**src/rtl/axis_stream_scoreboard.sv**
```systemverilog
// axis_stream_scoreboard
//   Compares an observed AXI-Stream against a queued reference stream and keeps
//   beat, packet and tag-check statistics.
//
// Ports
//   clk, rst               clock, asynchronous active-high reset
//   clr                    synchronous clear of counters, sticky flags and packet state
//   s_exp_*                reference beats {tlast, tkeep, tdata}, queued in a 2^AW FIFO
//   s_obs_*                observed beats, compared against the FIFO head on handshake
//   s_tag_*                tag-check results, all-zero tdata means pass
//   beat_err_cnt           beats that mismatched (or arrived with nothing queued)
//   pkt_cnt, pkt_err_cnt   packets closed by observed tlast, and those with any bad beat
//   tag_ok_cnt/tag_err_cnt passing / failing tag results
//   err                    sticky: any mismatch, tag error or underflow
//   underflow              sticky: observed beat accepted with the FIFO empty
//
// All statistics counters saturate at 2^32-1.

module axis_stream_scoreboard #(
    parameter int unsigned DW      = 128,
    parameter int unsigned AW      = 4,
    parameter int unsigned TW      = 128,
    parameter int unsigned KEEP_EN = 1,
    parameter int unsigned STRICT  = 0
) (
    input  logic              clk,
    input  logic              rst,
    input  logic              clr,

    input  logic              s_exp_tvalid,
    output logic              s_exp_tready,
    input  logic              s_exp_tlast,
    input  logic [DW-1:0]     s_exp_tdata,
    input  logic [DW/8-1:0]   s_exp_tkeep,

    input  logic              s_obs_tvalid,
    output logic              s_obs_tready,
    input  logic              s_obs_tlast,
    input  logic [DW-1:0]     s_obs_tdata,
    input  logic [DW/8-1:0]   s_obs_tkeep,

    input  logic              s_tag_tvalid,
    output logic              s_tag_tready,
    input  logic [TW-1:0]     s_tag_tdata,

    output logic [31:0]       beat_err_cnt,
    output logic [31:0]       pkt_cnt,
    output logic [31:0]       pkt_err_cnt,
    output logic [31:0]       tag_ok_cnt,
    output logic [31:0]       tag_err_cnt,
    output logic              err,
    output logic              underflow
);

    localparam int unsigned KW    = DW / 8;
    localparam int unsigned EW    = DW + KW + 1;
    localparam int unsigned DEPTH = 1 << AW;
    localparam logic [31:0] CNT_MAX = 32'hFFFF_FFFF;

    typedef enum logic {
        ST_IDLE   = 1'b0,
        ST_IN_PKT = 1'b1
    } pkt_state_e;

    // Expected-beat storage; extra pointer bit distinguishes full from empty
    logic [EW-1:0] mem [DEPTH];
    logic [AW:0]   wr_ptr;
    logic [AW:0]   rd_ptr;

    // Held low through reset so neither stream is accepted until it releases
    logic          ports_en;

    pkt_state_e    state;
    logic          pkt_bad;

    logic          empty;
    logic          full;
    logic          push;
    logic          obs_hs;
    logic          pop;
    logic          uflow_ev;
    logic          tag_hs;
    logic          tag_bad;

    logic [EW-1:0] head;
    logic          h_last;
    logic [KW-1:0] h_keep;
    logic [DW-1:0] h_data;
    logic          data_diff;
    logic          beat_bad;
    logic          pkt_bad_now;

    // FIFO status and handshakes
    assign empty = (wr_ptr == rd_ptr);
    assign full  = (wr_ptr[AW] != rd_ptr[AW]) && (wr_ptr[AW-1:0] == rd_ptr[AW-1:0]);

    assign s_exp_tready = ports_en && !full;
    assign s_obs_tready = (STRICT != 0) ? ports_en : (ports_en && !empty);
    assign s_tag_tready = 1'b1;

    assign push     = s_exp_tvalid && s_exp_tready;
    assign obs_hs   = s_obs_tvalid && s_obs_tready;
    assign pop      = obs_hs && !empty;
    assign uflow_ev = obs_hs && empty;
    assign tag_hs   = s_tag_tvalid && s_tag_tready;
    assign tag_bad  = (s_tag_tdata != '0);

    // FIFO head (no bypass: a beat written this cycle is visible next cycle)
    assign head   = mem[rd_ptr[AW-1:0]];
    assign h_last = head[EW-1];
    assign h_keep = head[DW +: KW];
    assign h_data = head[DW-1:0];

    // Byte-lane data compare, masked by expected tkeep when KEEP_EN is set
    always_comb begin
        data_diff = 1'b0;
        for (int unsigned i = 0; i < KW; i++) begin
            if (((KEEP_EN == 0) || h_keep[i]) &&
                (h_data[8*i +: 8] != s_obs_tdata[8*i +: 8])) begin
                data_diff = 1'b1;
            end
        end
    end

    // An underflow beat has nothing to compare against and always counts as bad
    assign beat_bad    = uflow_ev || (h_last != s_obs_tlast) ||
                         (h_keep != s_obs_tkeep) || data_diff;
    assign pkt_bad_now = beat_bad || ((state == ST_IN_PKT) && pkt_bad);

    function automatic logic [31:0] sat_inc(input logic [31:0] v);
        return (v == CNT_MAX) ? v : v + 32'd1;
    endfunction

    // FIFO storage write
    always_ff @(posedge clk) begin
        if (push) begin
            mem[wr_ptr[AW-1:0]] <= {s_exp_tlast, s_exp_tkeep, s_exp_tdata};
        end
    end

    // Pointers, packet FSM, statistics and sticky flags
    always_ff @(posedge clk or posedge rst) begin
        if (rst) begin
            wr_ptr       <= '0;
            rd_ptr       <= '0;
            ports_en     <= 1'b0;
            state        <= ST_IDLE;
            pkt_bad      <= 1'b0;
            beat_err_cnt <= '0;
            pkt_cnt      <= '0;
            pkt_err_cnt  <= '0;
            tag_ok_cnt   <= '0;
            tag_err_cnt  <= '0;
            err          <= 1'b0;
            underflow    <= 1'b0;
        end else begin
            ports_en <= 1'b1;

            // FIFO contents survive clr; only rst empties it
            if (push) begin
                wr_ptr <= wr_ptr + (AW+1)'(1);
            end
            if (pop) begin
                rd_ptr <= rd_ptr + (AW+1)'(1);
            end

            if (clr) begin
                state        <= ST_IDLE;
                pkt_bad      <= 1'b0;
                beat_err_cnt <= '0;
                pkt_cnt      <= '0;
                pkt_err_cnt  <= '0;
                tag_ok_cnt   <= '0;
                tag_err_cnt  <= '0;
                err          <= 1'b0;
                underflow    <= 1'b0;
            end else begin
                if (obs_hs) begin
                    if (beat_bad) begin
                        beat_err_cnt <= sat_inc(beat_err_cnt);
                        err          <= 1'b1;
                    end
                    if (uflow_ev) begin
                        underflow <= 1'b1;
                    end
                    if (s_obs_tlast) begin
                        pkt_cnt <= sat_inc(pkt_cnt);
                        if (pkt_bad_now) begin
                            pkt_err_cnt <= sat_inc(pkt_err_cnt);
                        end
                        state   <= ST_IDLE;
                        pkt_bad <= 1'b0;
                    end else begin
                        state   <= ST_IN_PKT;
                        pkt_bad <= pkt_bad_now;
                    end
                end

                if (tag_hs) begin
                    if (tag_bad) begin
                        tag_err_cnt <= sat_inc(tag_err_cnt);
                        err         <= 1'b1;
                    end else begin
                        tag_ok_cnt <= sat_inc(tag_ok_cnt);
                    end
                end
            end
        end
    end

endmodule
```
**config.mk**
```make
export PLATFORM = sky130hd
export DESIGN_NAME = axis_stream_scoreboard
export DESIGN_NICKNAME = d
export VERILOG_FILES = /design/src/rtl/axis_stream_scoreboard.sv
export SDC_FILE = /design/constraint.sdc
export NUM_CORES = 2
export LEC_CHECK = 0
export CORE_UTILIZATION = 55
export CTS_CLUSTER_DIAMETER = 100
export CTS_CLUSTER_SIZE = 20
export DETAILED_ROUTE_END_ITERATION = 7
export DONT_BUFFER_PORTS = 1
export PLACE_DENSITY = 0.7
export SLEW_MARGIN = 15
export SYNTH_ARGS = -nofsm -noshare
export SYNTH_HDL_FRONTEND = slang
export SYNTH_SLANG_ARGS = --single-unit
```
**constraint.sdc**
```tcl
create_clock -name clk -period 18.8 [get_ports clk]
set_clock_uncertainty 0.05 [all_clocks]
set_input_delay 4.7 -clock clk [delete_from_list [all_inputs] [get_ports clk]]
set_output_delay 4.7 -clock clk [all_outputs]
set_load 0.1 [all_outputs]
```
==> results.sh <==
export IMPL_placed_area_um2=103000
export IMPL_synth_xor_area_share_pct=2.52
export IMPL_vias=50000
export IMPL_holdCritPathClass="reg2reg"
export IMPL_mostFrequentLayoutCells="edfxtp_1 (2320), mux2i_1 (452), mux4_2 (425), nor2_1 (176), dfrtp_1 (171)"
export IMPL_synth_fa_ha_area_share_pct=0.125
export IMPL_syn_area_per_cell_um2=19.1
export IMPL_fin_util_pct=59.0
export IMPL_worst_slew_pin_slew_ns=1.22
export IMPL_cts_tree="yes"
export IMPL_async_flop_share_pct=7.01
export IMPL_num_io_pins=589
export IMPL_seqCellArea_um2=74100
export IMPL_fmaxAchievable_ghz=0.109
export IMPL_die_x_um=429
export IMPL_hold_violations=0
export IMPL_syn_to_final_growth_pct=6.45
export IMPL_crit_path_top_delay_cell="and2_1"
export IMPL_place_gp_congestion=0.828
export IMPL_path_class="reg2reg"
export IMPL_synth_cell_types=76
export IMPL_viasPerCell=6.54
export IMPL_grt_max_degree=182
export IMPL_multi_input_area_um2=24800
export IMPL_power_mw=13.9
export IMPL_initial_utilization_pct=55.4
export IMPL_final_cells=7643
export IMPL_maxCapViolations=0
export IMPL_die_area_um2=184000
export IMPL_crit_chain="buf_12, buf_12, buf_4, buf_4, mux4_2, mux2i_1, mux2i_1, xnor2_1, o211ai_1, o41ai_2, o2111ai_1, nor4_2, and2_1, nand4b_1, mux2_1"
export IMPL_drive_gt1_share_pct=14.5
export IMPL_drc_errors=0
export IMPL_synthSimpleGateAreaFrac_pct=3.95
export IMPL_die_h_um=429
export IMPL_overflow=0
export IMPL_ant_nets=0
export IMPL_grt_pass1_wl_mm=357
export IMPL_cts_resized=0
export IMPL_cp_max_fo=114
export IMPL_cts_buffers=144
export IMPL_synth_top_family_by_area="multiplexers"
export IMPL_synth_ff_type="edfxtp_1"
export IMPL_dr_pass1_iters=5
export IMPL_cp_start_kind="flip-flop"
export IMPL_yosys_warnings=0
export IMPL_num_rows=156
export IMPL_fin_nets=5666
export IMPL_fin_ws_ns=9.64
export IMPL_status="finished, final reports clean"
export IMPL_clk_pin_slew_worst_paths_ns=0.09
export IMPL_layout_commonest_cell="edfxtp_1"
export IMPL_cellPowerDensity_nw_per_um2=130
export IMPL_first_iter_violations=5569
export IMPL_clockBufferDepth=3
export IMPL_cts_hold_buf=0
export IMPL_dp_hpwl_mm=141
export IMPL_pre_cts_ws_ns=9.61
export IMPL_synth_edff_count=2320
export IMPL_seq_area_frac_synth_pct=73.8
export IMPL_worst_skew_pair_late_latency_ns=0.83
export IMPL_fillers=13000
export IMPL_fp_coreArea_um2=181000
export IMPL_min_period_ns=9.16
export IMPL_drv_slew=0
export IMPL_rsz0062_at_grt="no"
export IMPL_post_cts_setup_buffers=0
export IMPL_grt_antenna_before_repair=15
export IMPL_required_ns=19.45
export IMPL_port_buffers=0
export IMPL_grt_pass1_vias=49700
export IMPL_period_share_pct=48.7
export IMPL_synth_compound_area_share_pct=3.37
export IMPL_max_stage_delay_ns=1.01
export IMPL_ir_worst_vdd_mv=0.132
export IMPL_wire_per_inst_um=32.7
export IMPL_syn_area_um2=100000
export IMPL_crit_arrival_ns=9.81
export IMPL_synth_seq_cells=2495
export IMPL_setup_violations=0
export IMPL_grt_use_total_pct=27.1
export IMPL_max_slew_margin_pct=18.0
export IMPL_place_inst=7456
export IMPL_postSynthCellCount=5241
export IMPL_final_area_um2=107000
export IMPL_cp_end_kind="flip-flop"
export IMPL_tns_ns=0
export IMPL_crit_buf_inv=4
export IMPL_cp_top_family="buffers and inverters"
export IMPL_synth_mux_area_share_pct=14.5
export IMPL_h_tree_depth=4
export IMPL_timing_hold_ws_ns=0.439
export IMPL_root_buffer="clkbuf_16"
export IMPL_p_leak_nw=34.5
export IMPL_cts_sinks=2495
export IMPL_wirelength_mm=250
logic make-up (layout without fill, tap and decap cells):
group / after synthesis / after routing
AND/OR/NAND/NOR: 761 / 761
XOR/XNOR: 289 / 289
flip-flops: 2495 / 2495
multiplexers: 920 / 920
buffers and inverters: 285 / 310
other: 1 / 8
adder cells (fa/ha/maj): 10 / 10
AO/OA/AOI/OAI: 480 / 480
Yosys cell counts (all sizes together) (5+ instances only):
master	number	area [µm²]
or3	27	169
nor2	190	713
a22oi	90	676
nand2b	9	56.3
nand4	55	344
o31ai	31	246
and2	10	62.6
o211ai	5	37.5
edfxtp	2320	69700
or4	31	236
and4	14	123
xnor2	142	1240
and3	56	350
a31oi	9	62.6
nor3b	5	37.5
o22ai	23	144
nor2b	45	282
a21o	15	113
buf	167	1230
a22o	26	228
a2bb2oi	16	140
xor2	147	1290
nor4	67	419
a211oi	23	178
a21oi	116	581
clkbuf	86	323
a221oi	35	307
o31a	5	43.8
nand3	69	345
mux2i	452	4520
mux2	43	495
inv	32	120
ha	10	125
nand2	129	484
mux4	425	9570
o2111ai	5	43.8
o22a	10	87.6
nor4b	6	52.6
o21ai	37	185
nor3	36	180
dfrtp	175	4380
cell type report:
| type | count | area share (%) |
|---|---|---|
| Tap cell | 2370 | 2.78 |
| Sequential cell | 2495 | 69.4 |
| Clock buffer | 164 | 3.46 |
| Clock inverter | 17 | 0.203 |
| Multi-Input combinational cell | 2462 | 23.2 |
| Antenna cell | 6 | 0.0141 |
| Inverter | 32 | 0.129 |
| Timing Repair Buffer | 97 | 0.846 |
per-layer routing:
metal  wire (µm)  global-route usage (%)  vias to the layer above
li1            -                       -                    21100
met1       98300                    36.0                    26700
met2      125000                    45.3                     1897
met3       20400                    6.35                      268
met4        6140                    6.83                        2
met5           9                       0                        -
final timing paths:
path | start | to | slack [ns] | cells past startpoint
max in group asynchronous | rst | tag_err_cnt[25] | 13.71 | 2
worst min-delay path | wr_ptr[4] | wr_ptr[4] | 0.44 | 1
worst max-delay path | rd_ptr[0] | pkt_err_cnt[17] | 9.64 | 15
worst max register to register | rd_ptr[0] | pkt_err_cnt[17] | 9.64 | 15
worst min register to register | wr_ptr[4] | wr_ptr[4] | 0.44 | 1
min in group asynchronous | rst | pkt_cnt[7] | 3.71 | 1
flip-flops by register name, summed over array words and instances (netlist names):
register and cells:
mem 2320, state 1, underflow 1, pkt_err_cnt 32, pkt_cnt 32, tag_err_cnt 32
err 1, wr_ptr 5, ports_en 1, tag_ok_cnt 32, beat_err_cnt 32, pkt_bad 1
rd_ptr 5
where the power goes:
group          switching, mW  internal (mW)  total, mW  leakage, nW
combinational           2.45           1.80       4.25         9.22
sequential             0.161           6.34       6.50         23.3
clock                   1.74           1.41       3.15         1.91
Power figures use the tool's default switching activity.
